<file path="config.mk">
export PLATFORM = sky130hd
export DESIGN_NAME = mse_loss_fwd
export DESIGN_NICKNAME = d
export VERILOG_FILES = /design/src/rtl/mse_loss_fwd_pkg.sv /design/src/rtl/fxp_addsub.sv /design/src/rtl/mse_loss_fwd.sv
export SDC_FILE = /design/constraint.sdc
export NUM_CORES = 2
export LEC_CHECK = 0
export ABC_AREA = 1
export BUFFER_PORTS_ARGS = -buffer_cell sky130_fd_sc_hd__clkbuf_2
export CAP_MARGIN = 25
export CORE_MARGIN = 2
export CORE_UTILIZATION = 27
export CTS_CLUSTER_DIAMETER = 40
export DETAILED_ROUTE_END_ITERATION = 6
export PLACE_DENSITY = 0.45
export SYNTH_ARGS = -nofsm -noshare
export SYNTH_HDL_FRONTEND = slang
export SYNTH_HIERARCHICAL = 1
export SYNTH_SLANG_ARGS = --single-unit
export TNS_END_PERCENT = 20
</file>
<file path="constraint.sdc">
create_clock -name clk -period 28 [get_ports clk]
set_input_delay 4.2 -clock clk [delete_from_list [all_inputs] [get_ports clk]]
set_output_delay 4.2 -clock clk [all_outputs]
set_load 0.05 [all_outputs]
</file>
<file path="src/rtl/mse_loss_fwd_pkg.sv">
// rtl/mse_loss_fwd_pkg.sv - shared Q8.8 constants, widths and FSM states for mse_loss_fwd
package mse_loss_fwd_pkg;
    localparam int FRAC_BITS = 8;
    localparam int DATA_W    = 16;
    localparam int ACC_W     = 32;

    localparam logic [DATA_W-1:0] SAT_MAX = 16'h7FFF;
    localparam logic [DATA_W-1:0] SAT_MIN = 16'h8000;

    typedef enum logic [1:0] {
        ST_IDLE  = 2'd0,
        ST_ACCUM = 2'd1,
        ST_SCALE = 2'd2
    } state_t;
endpackage

</file>
<file path="src/rtl/fxp_addsub.sv">
// rtl/fxp_addsub.sv - saturating signed fixed-point adder/subtractor
module fxp_addsub #(
    parameter int W = 16
) (
    input  logic [W-1:0] a,
    input  logic [W-1:0] b,
    input  logic         sub,
    output logic [W-1:0] y
);
    logic signed [W:0] ext_a;
    logic signed [W:0] ext_b;
    logic signed [W:0] res;

    always_comb begin
        ext_a = {a[W-1], a};
        ext_b = sub ? -$signed({b[W-1], b}) : $signed({b[W-1], b});
        res   = ext_a + ext_b;
        // Disagreement between the two top bits means the true result left W-bit range.
        if (res[W] != res[W-1]) begin
            y = res[W] ? {1'b1, {(W-1){1'b0}}} : {1'b0, {(W-1){1'b1}}};
        end else begin
            y = res[W-1:0];
        end
    end
endmodule

</file>
<file path="src/rtl/mse_loss_fwd.sv">
// rtl/mse_loss_fwd.sv - batch mean-squared-error loss in signed Q8.8
module mse_loss_fwd
    import mse_loss_fwd_pkg::*;
(
    input  logic              clk,
    input  logic              rst,
    input  logic              start_in,
    input  logic [7:0]        batch_size_in,
    input  logic [DATA_W-1:0] inv_batch_size_in,
    input  logic [DATA_W-1:0] H_in,
    input  logic [DATA_W-1:0] Y_in,
    input  logic              valid_in,
    output logic              ready_out,
    output logic [DATA_W-1:0] loss_out,
    output logic              loss_valid_out,
    output logic              busy_out
);
    state_t            state_q;
    state_t            state_d;
    logic [7:0]        n_q;
    logic [7:0]        cnt_q;
    logic [DATA_W-1:0] inv_q;
    logic [ACC_W-1:0]  acc_q;
    logic [DATA_W-1:0] loss_q;
    logic              loss_valid_q;

    logic                start_ok;
    logic                accept;
    logic                last;
    logic [DATA_W-1:0]   diff;
    logic signed [31:0]  prod_sq;
    logic [31:0]         sq_wide;
    logic [DATA_W-1:0]   sq;
    logic [ACC_W:0]      acc_sum;
    logic [ACC_W-1:0]    acc_next;
    logic signed [48:0]  scaled;
    logic signed [48:0]  scaled_sh;
    logic [DATA_W-1:0]   loss_sat;

    fxp_addsub #(.W(DATA_W)) u_diff (
        .a   (H_in),
        .b   (Y_in),
        .sub (1'b1),
        .y   (diff)
    );

    assign start_ok = (state_q == ST_IDLE) && start_in;
    assign accept   = valid_in && ready_out;
    assign last     = accept && (cnt_q == n_q - 8'd1);

    always_comb begin
        prod_sq  = $signed(diff) * $signed(diff);
        sq_wide  = $unsigned(prod_sq) >> FRAC_BITS;
        sq       = (sq_wide > 32'h0000_7FFF) ? SAT_MAX : sq_wide[DATA_W-1:0];
        acc_sum  = {1'b0, acc_q} + {{(ACC_W-DATA_W+1){1'b0}}, sq};
        acc_next = acc_sum[ACC_W] ? {ACC_W{1'b1}} : acc_sum[ACC_W-1:0];
    end

    // Accumulator is unsigned, so it enters the multiply with a zero sign bit.
    always_comb begin
        scaled    = $signed({1'b0, acc_q}) * $signed(inv_q);
        scaled_sh = scaled >>> FRAC_BITS;
        if (scaled_sh > 49'sd32767) begin
            loss_sat = SAT_MAX;
        end else if (scaled_sh < -49'sd32768) begin
            loss_sat = SAT_MIN;
        end else begin
            loss_sat = scaled_sh[DATA_W-1:0];
        end
    end

    always_comb begin
        state_d = state_q;
        case (state_q)
            ST_IDLE: begin
                if (start_in) begin
                    state_d = (batch_size_in == 8'd0) ? ST_SCALE : ST_ACCUM;
                end
            end
            ST_ACCUM: begin
                if (last) begin
                    state_d = ST_SCALE;
                end
            end
            ST_SCALE: state_d = ST_IDLE;
            default:  state_d = ST_IDLE;
        endcase
    end

    always_ff @(posedge clk) begin
        if (rst) begin
            state_q      <= ST_IDLE;
            n_q          <= '0;
            inv_q        <= '0;
            cnt_q        <= '0;
            acc_q        <= '0;
            loss_q       <= '0;
            loss_valid_q <= 1'b0;
        end else begin
            state_q      <= state_d;
            loss_valid_q <= (state_q == ST_SCALE);
            if (state_q == ST_SCALE) begin
                loss_q <= loss_sat;
            end
            if (start_ok) begin
                n_q   <= batch_size_in;
                inv_q <= inv_batch_size_in;
                cnt_q <= '0;
                acc_q <= '0;
            end else if (accept) begin
                cnt_q <= cnt_q + 8'd1;
                acc_q <= acc_next;
            end
        end
    end

    assign ready_out      = (state_q == ST_ACCUM);
    assign busy_out       = (state_q != ST_IDLE);
    assign loss_out       = loss_q;
    assign loss_valid_out = loss_valid_q;
endmodule

</file>
==> flow_summary.json <==
{
  "die_h_um": 358,
  "drt-initial-drc-count": 1467,
  "gp_congestion": 0.896,
  "start_util_pct": 27.3,
  "synth_area_leaders": "fa_1 39%, inv_1 14%, nand2_1 14%, ha_1 10%, dfxtp_1 4.9%",
  "tritoncts": "built",
  "rr_worst_depth": 29,
  "maxSlewHeadroom_pct": 30.5,
  "setup_tns_ns": 0,
  "min_period_ns": 15.99,
  "hold_class": "reg2reg",
  "ant_nets": 0,
  "nets": 5635,
  "end_kind": "register",
  "critPathSlowestCell": "fa_1",
  "timing.final.max_slew_violations": 0,
  "grt_setup_unrepaired": "no",
  "slowest_delay_ns": 0.90,
  "holdPathStages": 2,
  "drv_cap": 0,
  "worst-setup-path-type": "in2reg",
  "dieArea_um2": 128000,
  "seq_area_um2": 1660,
  "syn_inst": 4696,
  "firstDrtPassIters": 6,
  "dpl.hpwl_mm": 83.2,
  "arrival_ns": 16.31,
  "synth_area_um2": 33800,
  "postCtsSetupBuffers": 0,
  "worst-slew-pin-transition_ns": 1.04,
  "cp_common_cell": "nand2_1",
  "overflow": 0,
  "hold_viol_final": 0,
  "core_um2": 124000,
  "synthArstFlopShare_pct": 0,
  "vias_per_cell": 4.36,
  "outcome": "finished, final reports clean",
  "wl_per_cell_um": 16.0,
  "hold_buffers": 0,
  "synth_cell_types": 57,
  "cp_max_fo": 20,
  "r2r_end": "loss_out[10]",
  "numCtsBuffers": 9,
  "cts.reportedPaths.clkPinSlew_ns": 0.08,
  "fin_crit_sh_pct": 57.1,
  "routed_wl_mm": 101,
  "syn_to_final_growth_pct": 7.03,
  "rrSetupSlack_ns": 20.66,
  "clock_sinks": 83,
  "synth_area_leader_cell": "fa_1",
  "synth_top_area_share_pct": 38.6,
  "holdPathEnd": "inv_q[12]",
  "vias": 27424,
  "synth_edf_count": 0,
  "synth_area_per_cell_um2": 7.19,
  "remaining_drc_errors": 0,
  "gr-usage-all-layers_pct": 16.2,
  "rr_startpoint": "acc_q[20]",
  "grt_pass1_vias": 29011,
  "drive_gt1_share_pct": 5.24,
  "yosysSeqAreaShare_pct": 4.92,
  "cp_top_family": "adder cells",
  "cts.repair.resized": 0,
  "row_count": 129,
  "antenna_found_initial": 0,
  "startpoint_type": "input pin",
  "portBuffers": 78,
  "max_freq_ghz": 0.0625,
  "clock_tree.root_cell": "clkbuf_16",
  "cp_num_buf_inv": 7,
  "ys_seq_elements": 83,
  "required_ns": 28.32,
  "setup_viol": 0,
  "yosysWarnings": 6,
  "finalClockSkew_ns": 0.0231,
  "die_w_um": 358,
  "hp-start": "inv_q[12]",
  "grt_max_degree": 35,
  "grt_pass1_wl_mm": 162,
  "diodes": 0,
  "multi_input_area_um2": 26500,
  "cts_buffer_depth": 2,
  "fill_cells": 13834,
  "num_io_pins": 79,
  "clk_latency_ns": 0.40,
  "htree_levels": 3,
  "synth_flop_cell": "dfxtp_1"
}
-- tightest hold or removal path, delay by kind of cell, from the launching register on --
kind	cells	cell delay (ns)
simple gates	1	0.06
compound gates	1	0.05
flops	1	0.31
-- cells in the final DEF, fill, tap and decap left out, types with 42 or more instances in the layout --
| cell type | synthesis | final |
|---|---|---|
| ha_1 | 274 | 274 |
| nand3_1 | 126 | 126 |
| dfxtp_1 | 83 | 83 |
| clkbuf_2 | 0 | 78 |
| xor2_1 | 64 | 64 |
| a21oi_1 | 141 | 141 |
| xnor2_1 | 42 | 42 |
| buf_4 | 0 | 49 |
| o21ai_0 | 64 | 64 |
| nor2_1 | 221 | 220 |
| nand2_1 | 1273 | 1273 |
| inv_1 | 1297 | 1297 |
| nand2_2 | 45 | 45 |
| fa_1 | 651 | 651 |
| nand4_1 | 44 | 44 |
-- synthesized netlist by cell type, drive strengths merged, types with 2 or more instances --
cell type	n
nand2	1320
inv	1302
fa	651
ha	274
nor2	227
clkbuf	159
a21oi	144
nand3	130
dfxtp	83
o21ai	71
xor2	65
nand4	44
xnor2	42
nor3	41
buf	27
or2	25
a31oi	16
o21bai	15
a21o	9
nand3b	9
nor4	7
o21a	6
a211oi	5
a221oi	3
a31o	3
clkinv	3
o31ai	3
and2	2
conb	2
-- worst max-delay path by stage --
stage	startpoint	to	slack, ns	depth (start not counted)
2_1_floorplan	Y_in[2]	acc_q[19]	13.57	60
3_3_place_gp	Y_in[2]	acc_q[22]	11.63	52
3_5_place_dp	Y_in[2]	acc_q[22]	11.55	49
4_1_cts	Y_in[2]	acc_q[22]	11.92	49
5_1_grt	Y_in[2]	acc_q[22]	10.55	49
6_report	Y_in[2]	acc_q[22]	12.01	52
-- sequential cells by signal, indices dropped and copies added, names as in the netlist --
signal          flops
acc_q              32
cnt_q               8
inv_q              16
loss_out           16
loss_valid_out      1
n_q                 8
state_q             2
-- area by class of cell --
| cell class | instances | share of cell area (%) |
|---|---|---|
| inverter | 1305 | 13.5 |
| timing repair buffer | 128 | 2.17 |
| multi-input combinational | 3123 | 73.2 |
| clock buffer | 10 | 0.633 |
| sequential | 83 | 4.60 |
| tap | 1637 | 5.66 |
| clock inverter | 6 | 0.197 |
-- routing by layer --
| layer | up-vias | wire length [µm] | global-route usage, % |
|---|---|---|---|
| met3 | 67 | 2620 | 0.977 |
| met1 | 13501 | 46300 | 21.4 |
| li1 | 13458 | - | - |
| met5 | - | 0 | 0 |
| met2 | 398 | 50500 | 29.5 |
| met4 | 0 | 1450 | 2.62 |
-- metrics by stage --
step | cell area, µm² | hold WS [ns] | setup slack, ns | std cells | utilization (%)
final | 36200 | 0.468 | 12.01 | 6292 | 29.2
after global routing | 36200 | 0.502 | 10.55 | 6292 | 29.2
after CTS | 36200 | 0.476 | 11.92 | 6292 | 29.2
after detailed placement | 35900 | 0.463 | 11.55 | 6276 | 28.9
after global placement | 35800 | 0.454 | 11.63 | 6275 | 28.9
after floorplan | 33800 | 0.454 | 13.57 | 4697 | -
-- cell families (layout without fill, tap and decap cells) --
family                     Yosys count  after routing  synth area share, %
muxes                                1              1               0.0333
buffers and inverters             1491           1449                 16.8
other                                2              3               0.0222
adders and majority gates          925            925                 48.7
AOI/OAI and AO/OA                  279            279                 4.71
DFF                                 83             83                 4.92
and+or+nand+nor                   1808           1808                 22.0
xor gates and xnor gates           107            107                 2.80
Power is left out: the tool's default activity adds up to more than one toggle a clock period on the data nets, which glitch-free logic cannot reach.
